**src/rtl/jrb8_spi_pkg.sv**
```systemverilog
// Shared constants and types for the jrb8 SPI memory port.
package jrb8_spi_pkg;

    localparam logic [7:0] SPI_OP_READ   = 8'h03;
    localparam logic [7:0] SPI_OP_WRITE  = 8'h02;
    localparam int         SPI_FRAME_LEN = 40;

    typedef enum logic [1:0] {
        IDLE,
        SHIFT,
        FINISH
    } spi_state_e;

    // Frame layout sent MSB first: opcode, dummy byte, 16-bit address, data byte.
    function automatic logic [SPI_FRAME_LEN-1:0] spi_frame(
        input logic [7:0]  op,
        input logic [15:0] addr,
        input logic [7:0]  data
    );
        return {op, 8'h00, addr, data};
    endfunction

endpackage

```
**src/rtl/spi_shift_engine.sv**
```systemverilog
// SPI mode-0 bit engine: SCLK generation, 40-bit TX shift and 8-bit RX capture.
module spi_shift_engine
    import jrb8_spi_pkg::*;
#(
    parameter int CLK_DIV = 1
) (
    input  logic                     clk,
    input  logic                     rst_n,
    input  logic                     start_i,
    input  logic [SPI_FRAME_LEN-1:0] frame_i,
    input  logic                     miso_i,
    output logic                     sclk_o,
    output logic                     mosi_o,
    output logic [7:0]               rx_o,
    output logic                     last_o
);

    localparam logic [3:0] DIV_MAX  = 4'(CLK_DIV - 1);
    localparam logic [5:0] BIT_LAST = 6'(SPI_FRAME_LEN - 1);

    logic                     active_q;
    logic                     sclk_q;
    logic                     mosi_q;
    logic [3:0]               div_q;
    logic [5:0]               bit_q;
    logic [SPI_FRAME_LEN-1:0] tx_q;
    logic [7:0]               rx_q;
    logic                     half_end;

    assign half_end = active_q && (div_q == DIV_MAX);
    assign last_o   = half_end && sclk_q && (bit_q == BIT_LAST);

    always_ff @(posedge clk or negedge rst_n) begin
        if (!rst_n) begin
            active_q <= 1'b0;
            sclk_q   <= 1'b0;
            mosi_q   <= 1'b0;
            div_q    <= '0;
            bit_q    <= '0;
            tx_q     <= '0;
            rx_q     <= '0;
        end else if (start_i) begin
            // Bit 39 goes out immediately; tx_q holds the remaining bits left-aligned.
            active_q <= 1'b1;
            sclk_q   <= 1'b0;
            mosi_q   <= frame_i[SPI_FRAME_LEN-1];
            div_q    <= '0;
            bit_q    <= '0;
            tx_q     <= {frame_i[SPI_FRAME_LEN-2:0], 1'b0};
        end else if (active_q) begin
            if (half_end) begin
                div_q <= '0;
                if (!sclk_q) begin
                    sclk_q <= 1'b1;
                    rx_q   <= {rx_q[6:0], miso_i};
                end else begin
                    sclk_q <= 1'b0;
                    if (bit_q == BIT_LAST) begin
                        active_q <= 1'b0;
                        mosi_q   <= 1'b0;
                    end else begin
                        bit_q  <= bit_q + 6'd1;
                        mosi_q <= tx_q[SPI_FRAME_LEN-1];
                        tx_q   <= {tx_q[SPI_FRAME_LEN-2:0], 1'b0};
                    end
                end
            end else begin
                div_q <= div_q + 4'd1;
            end
        end
    end

    assign sclk_o = sclk_q;
    assign mosi_o = mosi_q;
    assign rx_o   = rx_q;

endmodule

```
**src/rtl/spi_mem_port.sv**
```systemverilog
// jrb8 SPI memory port: arbitrates ROM fetches and RAM reads/writes onto one SPI bus.
module spi_mem_port
    import jrb8_spi_pkg::*;
#(
    parameter int CLK_DIV = 1
) (
    input  logic        clk,
    input  logic        rst_n,
    input  logic        rom_rd_req,
    input  logic [15:0] rom_addr,
    input  logic        ram_rd_req,
    input  logic        ram_wr_req,
    input  logic [15:0] ram_addr,
    input  logic [7:0]  wr_data,
    output logic [7:0]  rd_data,
    output logic        done,
    output logic        busy,
    output logic        sclk,
    output logic        cs_rom_n,
    output logic        cs_ram_n,
    output logic        mosi,
    input  logic        miso
);

    spi_state_e               state_q;
    logic                     busy_q;
    logic                     done_q;
    logic                     is_read_q;
    logic                     cs_rom_n_q;
    logic                     cs_ram_n_q;
    logic [7:0]               rd_data_q;

    logic                     req_any;
    logic                     sel_ram;
    logic                     start;
    logic [SPI_FRAME_LEN-1:0] frame_d;
    logic                     shift_last;
    logic [7:0]               rx_byte;

    // Fixed priority: RAM write, then RAM read, then ROM fetch.
    always_comb begin
        req_any = ram_wr_req | ram_rd_req | rom_rd_req;
        sel_ram = ram_wr_req | ram_rd_req;
        start   = (state_q == IDLE) && req_any;
        frame_d = spi_frame(ram_wr_req ? SPI_OP_WRITE : SPI_OP_READ,
                            sel_ram    ? ram_addr     : rom_addr,
                            ram_wr_req ? wr_data      : 8'h00);
    end

    spi_shift_engine #(
        .CLK_DIV (CLK_DIV)
    ) u_engine (
        .clk     (clk),
        .rst_n   (rst_n),
        .start_i (start),
        .frame_i (frame_d),
        .miso_i  (miso),
        .sclk_o  (sclk),
        .mosi_o  (mosi),
        .rx_o    (rx_byte),
        .last_o  (shift_last)
    );

    always_ff @(posedge clk or negedge rst_n) begin
        if (!rst_n) begin
            state_q    <= IDLE;
            busy_q     <= 1'b0;
            done_q     <= 1'b0;
            is_read_q  <= 1'b0;
            cs_rom_n_q <= 1'b1;
            cs_ram_n_q <= 1'b1;
            rd_data_q  <= 8'h00;
        end else begin
            done_q <= 1'b0;
            case (state_q)
                IDLE: begin
                    if (req_any) begin
                        state_q    <= SHIFT;
                        busy_q     <= 1'b1;
                        is_read_q  <= !ram_wr_req;
                        cs_ram_n_q <= !sel_ram;
                        cs_rom_n_q <= sel_ram;
                    end
                end
                SHIFT: begin
                    // CS rises with the final SCLK fall so FINISH plus one IDLE cycle give the 2-cycle gap.
                    if (shift_last) begin
                        state_q    <= FINISH;
                        done_q     <= 1'b1;
                        cs_rom_n_q <= 1'b1;
                        cs_ram_n_q <= 1'b1;
                        if (is_read_q) begin
                            rd_data_q <= rx_byte;
                        end
                    end
                end
                FINISH: begin
                    state_q <= IDLE;
                    busy_q  <= 1'b0;
                end
                default: begin
                    state_q <= IDLE;
                end
            endcase
        end
    end

    assign rd_data  = rd_data_q;
    assign done     = done_q;
    assign busy     = busy_q;
    assign cs_rom_n = cs_rom_n_q;
    assign cs_ram_n = cs_ram_n_q;

endmodule

```
**config.mk**
```make
export PLATFORM = sky130hd
export DESIGN_NAME = spi_mem_port
export DESIGN_NICKNAME = d
export VERILOG_FILES = /design/src/rtl/jrb8_spi_pkg.sv /design/src/rtl/spi_shift_engine.sv /design/src/rtl/spi_mem_port.sv
export SDC_FILE = /design/constraint.sdc
export NUM_CORES = 1
export LEC_CHECK = 0
export BUFFER_PORTS_ARGS = -buffer_cell sky130_fd_sc_hd__buf_2
export CAP_MARGIN = 20
export CORE_UTILIZATION = 50
export CTS_BUF_LIST = sky130_fd_sc_hd__clkbuf_2
export DETAILED_ROUTE_END_ITERATION = 6
export GPL_ROUTABILITY_DRIVEN = 0
export PLACE_DENSITY = 0.71
export SETUP_SLACK_MARGIN = 0.5
export SLEW_MARGIN = 10
export SYNTH_ARGS = -nofsm -noshare
export SYNTH_HDL_FRONTEND = slang
export SYNTH_SLANG_ARGS = --single-unit
export TNS_END_PERCENT = 20
```
**constraint.sdc**
```tcl
create_clock -name clk -period 1.9 [get_ports clk]
set_input_delay 0.285 -clock clk [delete_from_list [all_inputs] [get_ports clk]]
set_output_delay 0.285 -clock clk [all_outputs]
set_load 0.02 [all_outputs]
```
==> impl_metrics.csv, run 1 <==
group,metric,value,unit
power_and_ir_drop,pwr-share-comb,5.3,%
sta,finalSetupViolCount,0,
sta,fmax,0.559,GHz
synthesis,synth-main-ff-cell,"dfrtp_1",
synthesis,synth_nets,375,
power_and_ir_drop,seqPwrFrac,59.4,%
worst_setup_path,arrival,2.17,ns
route,drtIter0Drc,124,
clocking,ctsLongestPathBuffers,2,
power_and_ir_drop,intPower,2.09,mW
synthesis,netlist_area,0.00345,sq mm
synthesis,synth_top_area_cell,"dfrtp_1",
floorplan,ios,60,
worst_setup_path,worstSetupPathType,"flip-flop to flip-flop",
floorplan,start_util,53.1,%
route,drtPass1Iterations,4,
clocking,htree_levels,3,
route,vias_per_cell,5.51,
global_routing,antenna_found_initial,0,
route,ant_nets,0,
synthesis,synth_cell_type_count,43,
global_routing,grt_pass1_wl,11700,microns
global_routing,grt_start_max_net_pins,33,
power_and_ir_drop,peakVddDrop,0.000419,V
synthesis,synth_top_family_by_area,"compound AO/OA/AOI/OAI gates",
final_layout,multi_input_area,0.00158,sq mm
final_layout,nFillCells,508,
sta,slew_headroom,77.8,%
floorplan,row_count,29,
global_routing,overflow,0,
synthesis,synthesis.area_per_instance,10.6,sq um
route,via_count,2710,
floorplan,core_area,0.00649,sq mm
synthesis,synthTopCellsByArea,"dfrtp_1 53%, a21oi_1 6.1%, nand2_1 5.8%, mux2i_1 4.9%, mux2_2 4.6%",
final_layout,area_growth_syn_to_layout,26.3,%
sta,fin_skew,0.0177,ns
power_and_ir_drop,pwr-share-clk,35.4,%
sta,worstMarginPinSlew,0.333,ns
worst_setup_path,crit_path_end_kind,"flip-flop",
route,post_drt_wl_per_cell,14.8,microns
global_routing,first_global_vias,2564,
floorplan,die_w,85.1,microns
place,dp_hpwl,4810,microns
synthesis,synth_most_common_cell,"dfrtp_1",
synthesis,synthSimpleGateAreaFrac,14.9,%
synthesis,synth_xor_area_share,1.01,%
final_layout,drive_above_1_share,35.9,%
sta,setup_slack,0.110,ns
synthesis,synth_top_area_share,52.9,%
sta,setup_tns,0,ns
synthesis,syn_inst,326,
sta,finalMaxSlewViolations,0,
final_layout,regArea,0.00188,sq mm
sta,min_period,1.79,ns
clocking,cts_tree,"yes",
global_routing,grt.total_usage,20.4,%
sta,hold_viol,0,
final_layout,diodes,0,
synthesis,async_reset_ff_share,100,%
route,drc,0,
worst_setup_path,crit_path_start_kind,"flip-flop",
job,drv_cap,0,
power_and_ir_drop,leakagePower,2.10,nW
synthesis,synth-seq-cells,75,
run_status,status,"completed",
floorplan,dieHeight,85.1,microns
place,pre_cts_ws,0.0240,ns
synthesis,synth_edf_count,0,
power_and_ir_drop,switchingPower,0.621,mW
place,port_buffers,59,
clocking,clkTransAtPathRegs,0.20,ns
clocking,clk_latency,0.48,ns
floorplan,die_area,0.00724,sq mm
worst_setup_path,required,2.28,ns
sta,rsz0062_at_grt,"true",
power_and_ir_drop,cellPowerDensity,623,mW/mm^2
worst_setup_path,cp_max_fo,8,
synthesis,yosys.area_share.adder,1.09,%
synthesis,yosys_warnings,0,
route,wirelength,7290,microns
synthesis,synth_commonest_cells,"73 x dfrtp_1, 53 x nand2_1, 42 x a21oi_1",
clocking,root_buffer,"clkbuf_2",
final_layout,nets,460,
synthesis,synth_compound_area_share,14.9,%
clocking,clkSinkCount,75,
synthesis,synth.area.mux_share,10.1,%
synthesis,seq_area_frac_synth,54.4,%
power_and_ir_drop,swShare,22.9,%
clocking,cts_buffers,9,
sta,period_share,94.2,%
worst_hold_path,hp-class,"input port to flip-flop",
-- critical path: stages, from the launching register on --
cell and delay [ns]:
dfrtp_1 0.45, inv_2 0.08, ha_4 0.16, and4bb_4 0.30
nand2_2 0.09, nor2_4 0.24, mux2_2 0.37
-- cell families (layout without fill, tap and decap cells) --
group | after synthesis | in the layout
AO/OA/AOI/OAI | 81 | 81
XOR/XNOR | 4 | 4
adder cells (fa/ha/maj) | 3 | 3
buffers and inverters | 29 | 118
flip-flops | 75 | 75
multiplexers | 33 | 33
AND/OR/NAND/NOR | 101 | 101
-- timing repair --
action                                  CTS  global route
resized for setup                         8            20
gates cloned                              0             2
hold buffers                              3             0
pin swaps                                 0            11
setup buffers                             7             6
hold endpoints to repair                 27             0
endpoints found under the setup margin   72            82
-- layout by cell type (no fill, tap or decap), types with 2 or more instances in the layout --
cell type | synthesis | routed
clkbuf_16 | 0 | 2
nor3_1 | 16 | 13
nand4bb_4 | 1 | 2
inv_1 | 6 | 4
dlygate4sd3_1 | 0 | 3
nand2_1 | 53 | 52
nor3_2 | 0 | 3
a311oi_2 | 0 | 3
dfrtp_1 | 73 | 73
o21ai_0 | 5 | 5
dfstp_2 | 2 | 2
mux2_4 | 0 | 3
ha_4 | 0 | 2
mux2_2 | 14 | 13
a311oi_1 | 7 | 3
and3_1 | 3 | 3
buf_8 | 0 | 2
nand3_1 | 4 | 4
xnor2_1 | 2 | 2
xor2_1 | 2 | 2
clkbuf_2 | 0 | 9
bufinv_16 | 0 | 2
nor2_1 | 12 | 12
mux2i_1 | 17 | 17
o31a_1 | 3 | 2
a22oi_1 | 17 | 17
buf_4 | 0 | 29
a21oi_1 | 42 | 41
clkinv_2 | 0 | 2
inv_2 | 1 | 3
buf_2 | 11 | 58
-- metal layers --
layer / share of wire (%) / vias to the layer above / track usage [%]
li1: - / 1335 / -
met1: 47 / 1322 / 27.1
met2: 49 / 42 / 33.5
met3: 2.9 / 11 / 3.70
met4: 1.5 / 0 / 7.86
met5: 0 / - / 0
-- flip-flops by register name, summed over array words and instances, names as in the netlist, 2 cells and up --
signal          cells
rd_data             8
u_engine.bit_q      6
u_engine.rx_o       8
state_q             2
u_engine.div_q      4
u_engine.tx_q      39
-- area by class of cell --
| cell class | instances | area share [%] |
|---|---|---|
| repair buffers | 96 | 14.9 |
| clock buffers | 9 | 1.03 |
| clock inverters | 6 | 1.87 |
| inverters | 7 | 0.603 |
| flip-flops and latches | 75 | 43.1 |
| multi-input cells | 222 | 36.3 |
| well taps | 77 | 2.21 |
-- per-stage QoR --
stage	cells	power [mW]	utilization [%]	hold WS [ns]	cell area (sq um)
after global placement	459	1.78	60.1	0.214	3910
after global routing	492	2.82	67.1	0.0373	4360
after floorplan	326	1.68	-	-0.0106	3460
after CTS	484	2.73	63.9	0.0689	4150
final	492	2.72	67.1	0.0846	4360
after detailed placement	459	1.78	60.1	0.212	3910
-- power by group through the flow --
stage / sequential [mW] / clock [mW] / combinational, mW
3_3_place_gp: 1.64 / 0 / 0.135
5_1_grt: 1.62 / 1.04 / 0.160
3_5_place_dp: 1.64 / 0 / 0.137
6_report: 1.61 / 0.960 / 0.143
2_1_floorplan: 1.64 / 0 / 0.0430
4_1_cts: 1.61 / 0.971 / 0.144
-- final timing paths --
check / slack (ns) / startpoint / cells past startpoint / to
max in group asynchronous: 1.08 / rst_n / 3 / cs_rom_n$_DFFE_PN1P_
max: 0.11 / u_engine.div_q[0]$_DFFE_PN0P_ / 6 / u_engine.rx_o[6]$_DFFE_PN0P_
min in group asynchronous: 0.21 / rst_n / 2 / u_engine.div_q[2]$_DFFE_PN0P_
min reg2reg: 0.52 / u_engine.tx_q[31]$_DFFE_PN0P_ / 2 / u_engine.tx_q[32]$_DFFE_PN0P_
min: 0.08 / rom_rd_req / 3 / cs_rom_n$_DFFE_PN1P_
max reg2reg: 0.11 / u_engine.div_q[0]$_DFFE_PN0P_ / 6 / u_engine.rx_o[6]$_DFFE_PN0P_
No activity file was read; power rests on OpenSTA's default activity.
==> run 2, diff against run 1 <==
--- a/config.mk
+++ b/config.mk
@@ -16,5 +16,6 @@
 export SLEW_MARGIN = 10
 export SYNTH_ARGS = -nofsm -noshare
 export SYNTH_HDL_FRONTEND = slang
+export SYNTH_HIERARCHICAL = 1
 export SYNTH_SLANG_ARGS = --single-unit
 export TNS_END_PERCENT = 20
==> run 2 against run 1 <==
Worst hold slack better by 0.022 ns. Routed wire length increased by 3.5%. First-iteration DRC count rose by 15%. Global-route usage is 0.36 points lower. Sequential power grew 64%. Worst setup slack got worse by 0.085 ns. Critical endpoint is now rd_data[0]$_DFFE_PN0P_. Largest power group unchanged.
==> impl_metrics.csv, run 2 <==
group,metric,value,unit
run_status,status,"completed",
power_and_ir_drop,power,5.63,mW
worst_setup_path,cp_max_fo,8,
power_and_ir_drop,seqPwrFrac,46.8,%
synthesis,synth_top_area_share,48.9,%
synthesis,synth_commonest_cells,"82 x a21oi_1, 73 x dfrtp_1, 46 x nand2_1",
final_layout,nets,511,
synthesis,syn_inst,373,
worst_setup_path,crit_path_end_kind,"flip-flop",
sta,finalMaxSlewViolations,0,
final_layout,largest_reg_flops,39,
route,ant_nets,0,
sta,min_period,1.88,ns
sta,period_share,98.7,%
synthesis,seq_area_frac_synth,50.3,%
sta,rsz0062_at_grt,"true",
clocking,clkSinkCount,75,
sta,fmax,0.533,GHz
worst_hold_path,hp-class,"input port to flip-flop",
route,vias_per_cell,5.11,
clocking,clkTransAtPathRegs,0.23,ns
clocking,root_buffer,"clkbuf_2",
floorplan,core_area,0.00725,sq mm
route,drtIter0Drc,142,
global_routing,overflow,0,
power_and_ir_drop,cellPowerDensity,1130,mW/mm^2
sta,finalSetupViolCount,0,
final_layout,layout_common_cells,"73 x dfrtp_1, 54 x a21oi_1, 45 x buf_2",
worst_setup_path,critical_path_buf_inv_count,1,
global_routing,grt.total_usage,20.0,%
route,drtPass1Iterations,4,
floorplan,ios,60,
final_layout,mostFrequentLayoutCell,"dfrtp_1",
job,drv_cap,0,
synthesis,synth_most_common_cell,"a21oi_1",
sta,whs,0.107,ns
synthesis,netlist_area,0.00373,sq mm
route,drc,0,
worst_setup_path,arrival,2.30,ns
synthesis,synth_edf_count,0,
floorplan,row_count,31,
sta,setup_slack,0.0244,ns
global_routing,first_global_vias,2767,
place,dp_hpwl,4530,microns
synthesis,yosys_warnings,6,
final_layout,diodes,0,
route,post_drt_wl_per_cell,13.3,microns
floorplan,start_util,51.5,%
worst_setup_path,crit_path_start_kind,"flip-flop",
worst_setup_path,worstPathCellList,"ha_2, nand4b_1, buf_4, nor3_4, and3b_2, nand2_8, mux2_4",
floorplan,dieHeight,88.4,microns
synthesis,async_reset_ff_share,100,%
worst_setup_path,required,2.33,ns
clocking,ctsLongestPathBuffers,2,
power_and_ir_drop,leakagePower,2.28,nW
power_and_ir_drop,peakVddDrop,0.000558,V
global_routing,antenna_found_initial,0,
clocking,htree_levels,3,
synthesis,synthTopCellsByArea,"dfrtp_1 49%, a21oi_1 11%, mux2_2 7.5%, nor2b_1 6.4%, nand2_1 4.6%",
clocking,clk_latency,0.50,ns
final_layout,area_growth_syn_to_layout,33.9,%
sta,setup_tns,0,ns
global_routing,grt_start_max_net_pins,93,
power_and_ir_drop,pwr-share-comb,34.8,%
power_and_ir_drop,pwr-share-clk,18.4,%
worst_setup_path,worstSetupPathType,"flip-flop to flip-flop",
floorplan,die_area,0.00782,sq mm
power_and_ir_drop,intPower,3.66,mW
floorplan,die_w,88.4,microns
clocking,cts_tree,"yes",
power_and_ir_drop,switchingPower,1.98,mW
place,pre_cts_ws,-0.0200,ns
final_layout,layout.cells.non_filler,566,
worst_setup_path,cp_top_family,"simple AND/OR/NAND/NOR gates",
sta,hold_viol,0,
final_layout,largest-register,"u_engine/tx_q",
sta,fin_skew,0.0288,ns
worst_setup_path,slowest_delay,0.44,ns
synthesis,synthesis.area_per_instance,10.0,sq um
clocking,cts_buffers,9,
global_routing,grt_pass1_wl,12100,microns
route,wirelength,7540,microns
final_layout,drive_above_1_share,44.3,%
power_and_ir_drop,swShare,35.1,%
place,dp_cells,537,
synthesis,synth-main-ff-cell,"dfrtp_1",
route,via_count,2890,
worst_setup_path,slowest_stage,"dfrtp_1",
synthesis,synth_top_area_cell,"dfrtp_1",
place,port_buffers,59,
synthesis,synth-seq-cells,75,
synthesis,synth_cell_type_count,41,
## run 2: cell count changes after synthesis, moves of 11 or more
cell,previous run,this run
mux2i_1,17,1
mux2_2,14,25
a21oi_1,42,82
a22oi_1,17,1
nor2b_1,1,38
nor3_1,16,5
## run 2: worst reg2reg max path, stage by stage, from the launching register on
cell      delay [ns]
dfrtp_1         0.44
ha_2            0.22
nand4b_1        0.13
buf_4           0.18
nor3_4          0.16
and3b_2         0.27
nand2_8         0.10
mux2_4          0.31
## run 2: kinds of logic after synthesis
logic type | Yosys count | synth area share [%]
compound gates | 98 | 14.6
xor+xnor | 5 | 1.17
fa+ha+maj | 3 | 1.01
buf+inv | 32 | 4.06
flops | 75 | 50.3
mux | 34 | 11.0
other cells | 2 | 0.201
simple gates | 124 | 17.6
## run 2: routing by layer
layer	part of all wire [%]	vias up	wire length, microns	track usage, %
met1	47	1394	3510	25.4
met2	50	52	3740	33.3
li1	-	1435	-	-
met5	0	-	0	0
met3	2.7	9	205	5.60
met4	1.1	0	80	6.45
## run 2: power by group through the flow
stage	sequential [mW]	combinational (mW)	clock, mW
2_1_floorplan	2.50	0.988	0
3_3_place_gp	2.52	1.34	0
3_5_place_dp	2.55	1.40	0
4_1_cts	2.52	1.48	1.07
5_1_grt	2.70	2.16	1.15
6_report	2.64	1.96	1.04
## run 2: metrics by stage
| stage | util, % | area, sq um |
|---|---|---|
| 4_1_cts | 62.7 | 4550 |
| 3_5_place_dp | 59.4 | 4310 |
| 3_3_place_gp | 59.4 | 4310 |
| 5_1_grt | 68.9 | 5000 |
| 2_1_floorplan | - | 3830 |
| 6_report | 68.9 | 5000 |
## run 2: what timing repair did
item                       CTS  global route
hold buffers                 2             0
gates resized for setup      3           115
setup endpoints to repair   82            87
pin swaps                    6            57
buffers inserted             8             3
hold endpoints to repair    74             0
## run 2: final cells by class
| cell class | count | area [sq um] |
|---|---|---|
| well taps | 99 | 124 |
| repair buffers | 89 | 717 |
| multi-input cells | 279 | 2100 |
| flip-flops and latches | 75 | 1880 |
| inverters | 8 | 32.5 |
| clock inverters | 7 | 101 |
| fillers | 540 | 2250 |
| clock buffers | 9 | 45.0 |
## run 2: worst paths after layout
kind                       cells after the start                             to  slack, ns                          start
max in group asynchronous                      3           cs_rom_n$_DFFE_PN1P_       1.24                          rst_n
setup reg to reg                               7         rd_data[0]$_DFFE_PN0P_       0.02  u_engine/bit_q[1]$_DFFE_PN0P_
setup / recovery                               7         rd_data[0]$_DFFE_PN0P_       0.02  u_engine/bit_q[1]$_DFFE_PN0P_
hold reg to reg                                1           cs_rom_n$_DFFE_PN1P_       0.53           cs_rom_n$_DFFE_PN1P_
min in group asynchronous                      3  u_engine/tx_q[35]$_DFFE_PN0P_       0.31                          rst_n
hold / removal                                 4   u_engine/tx_q[1]$_DFFE_PN0P_       0.11                     wr_data[0]
==> run 3, diff against run 2 <==
--- a/config.mk
+++ b/config.mk
@@ -7,11 +7,13 @@
 export LEC_CHECK = 0
 export BUFFER_PORTS_ARGS = -buffer_cell sky130_fd_sc_hd__buf_2
 export CAP_MARGIN = 20
-export CORE_UTILIZATION = 50
+export CELL_PAD_IN_SITES_DETAIL_PLACEMENT = 1
+export CELL_PAD_IN_SITES_GLOBAL_PLACEMENT = 1
+export CORE_UTILIZATION = 45
 export CTS_BUF_LIST = sky130_fd_sc_hd__clkbuf_2
 export DETAILED_ROUTE_END_ITERATION = 6
 export GPL_ROUTABILITY_DRIVEN = 0
-export PLACE_DENSITY = 0.71
+export PLACE_DENSITY = 0.81
 export SETUP_SLACK_MARGIN = 0.5
 export SLEW_MARGIN = 10
 export SYNTH_ARGS = -nofsm -noshare
==> run 3 against run 2 <==
Via count rose by 13%. The run now ends with setup timing left. Highest routed layer unchanged. Flip-flop and latch count did not move. Clock skew rose by 0.0076 ns. Worst hold slack got worse by 0.018 ns.
==> impl_metrics.csv, run 3 (synthesized netlist as in run 2, its figures left out) <==
group,metric,value,unit
clocking,ctsLongestPathBuffers,2,
place,dp_cells,539,
clocking,htree_levels,3,
final_layout,multi_input_area,0.00206,sq mm
worst_setup_path,slowest_delay,0.48,ns
route,drtIter0Drc,143,
final_layout,nFillCells,857,
worst_setup_path,worstSetupPathType,"flip-flop to flip-flop",
worst_setup_path,crit_path_end_kind,"flip-flop",
sta,worstMarginPinSlew,0.569,ns
route,vias_per_cell,5.58,
final_layout,regArea,0.00188,sq mm
sta,rsz0062_at_grt,"true",
clocking,clk_latency,0.53,ns
worst_setup_path,regToRegStartpoint,"u_engine/div_q[0]$_DFFE_PN0P_",
final_layout,final_area,0.00513,sq mm
worst_hold_path,whs_path_depth,4,
final_layout,largest-register,"u_engine/tx_q",
final_layout,diodes,0,
run_status,violations,"setup timing",
sta,finalSetupViolCount,61,
floorplan,core_area,0.00789,sq mm
place,place_area,0.00429,sq mm
place,port_buffers,59,
worst_setup_path,r2r_cells,9,
power_and_ir_drop,leakagePower,2.41,nW
place,pre_cts_ws,-0.104,ns
worst_setup_path,crit_top_cell,"buf_6",
floorplan,die_w,93.1,microns
global_routing,antenna_found_initial,0,
final_layout,layout.cells.non_filler,586,
sta,min_period,2.07,ns
sta,setup_slack,-0.166,ns
route,via_count,3272,
final_layout,layout_common_cells,"72 x dfrtp_1, 61 x a21oi_1, 46 x buf_2",
floorplan,start_util,47.3,%
clocking,clkTransAtPathRegs,0.26,ns
floorplan,die_area,0.00866,sq mm
worst_hold_path,hold_end,"u_engine/tx_q[8]$_DFFE_PN0P_",
sta,fin_skew,0.0364,ns
worst_setup_path,critical_path_buf_inv_count,4,
job,drv_cap,0,
global_routing,grt_start_max_net_pins,93,
worst_setup_path,crit_path_start_kind,"flip-flop",
route,post_drt_wl_per_cell,21.9,microns
clocking,cts_buffers,9,
clocking,root_buffer,"clkbuf_2",
route,drc,0,
final_layout,largest_reg_flops,39,
worst_setup_path,r2r-end,"u_engine/bit_q[2]$_DFFE_PN0P_",
worst_hold_path,hp-class,"input port to flip-flop",
worst_setup_path,slowest_stage,"dfrtp_1",
final_layout,drive_above_1_share,43.8,%
route,wirelength,12800,microns
power_and_ir_drop,cellPowerDensity,1240,mW/mm^2
floorplan,row_count,32,
final_layout,mostFrequentLayoutCell,"dfrtp_1",
route,ant_nets,0,
global_routing,overflow,0,
global_routing,first_global_vias,3539,
worst_setup_path,required,2.38,ns
final_layout,nets,528,
place,dp_hpwl,5870,microns
sta,fmax,0.484,GHz
worst_setup_path,arrival,2.55,ns
power_and_ir_drop,peakVddDrop,0.000456,V
worst_setup_path,cp_top_family,"simple AND/OR/NAND/NOR gates",
global_routing,grt_pass1_wl,17400,microns
worst_setup_path,cp_max_fo,8,
worst_setup_path,rrSetupSlack,-0.17,ns
sta,finalMaxSlewViolations,0,
sta,period_share,109,%
route,drtPass1Iterations,4,
global_routing,grt.total_usage,26.3,%
worst_setup_path,worstPathCellList,"inv_2, ha_4, and4bb_2, buf_6, buf_8, o211ai_4, buf_6, or3_4, a21oi_2",
sta,slew_headroom,62.1,%
run_status,status,"complete, but fails checks",
final_layout,area_growth_syn_to_layout,37.5,%
clocking,clkSinkCount,75,
clocking,cts_tree,"yes",
floorplan,dieHeight,93.1,microns
sta,hold_viol,0,
floorplan,ios,60,
worst_hold_path,min-delay-start,"wr_data[7]",
==> run 3: worst min-delay path, stage by stage <==
cell     delay (ns)
buf_2          0.08
and2_1         0.11
nor2b_1        0.04
a21oi_1        0.10
==> run 3: report_power, final <==
group / switching (mW) / leakage, nW / internal, mW
clock network: 0.660 / 0.0931 / 0.579
logic: 1.22 / 1.37 / 1.18
registers: 0.558 / 0.948 / 2.16
==> run 3: area by class of cell <==
class	instances	share of cell area (%)
Multi-Input combinational cell	282	40.2
Sequential cell	75	36.6
Timing Repair Buffer	103	16.8
Tap cell	102	2.49
Clock inverter	7	2.41
Clock buffer	9	0.878
Inverter	8	0.585
==> run 3: routing by layer <==
metal  part of all wire (%)  track usage [%]
met1                     40             30.6
met2                     53             48.0
met3                    3.4             3.98
met4                    3.8             10.6
met5                      0                0
==> run 3: repair_timing <==
action	CTS	global route
endpoints found under the hold margin	74	0
pin swaps	12	20
gates cloned	5	1
endpoints found under the setup margin	87	85
hold buffers	2	0
resized for setup	48	56
buffers inserted	10	13
==> run 3: worst max path at each step <==
stage,end,startpoint,cells after the start
4_1_cts,rd_data[6]$_DFFE_PN0P_,u_engine/div_q[0]$_DFFE_PN0P_,8
2_1_floorplan,rd_data[0]$_DFFE_PN0P_,u_engine/div_q[1]$_DFFE_PN0P_,9
3_3_place_gp,rd_data[0]$_DFFE_PN0P_,u_engine/div_q[0]$_DFFE_PN0P_,8
6_report,u_engine/bit_q[2]$_DFFE_PN0P_,u_engine/div_q[0]$_DFFE_PN0P_,9
3_5_place_dp,u_engine/tx_q[34]$_DFFE_PN0P_,u_engine/div_q[0]$_DFFE_PN0P_,7
5_1_grt,u_engine/tx_q[29]$_DFFE_PN0P_,u_engine/div_q[0]$_DFFE_PN0P_,11
==> run 3: metrics by stage <==
stage          TNS (ns)  util (%)  hold WS (ns)  power [mW]
2_1_floorplan    -0.609         -       -0.0106        3.49
3_3_place_gp     -0.130      54.4         0.351        3.85
3_5_place_dp      -2.36      54.4         0.349        4.04
4_1_cts           -1.01      61.2        0.0701        5.63
5_1_grt           -6.74      65.1         0.119        6.64
6_report          -4.48      65.1        0.0889        6.36
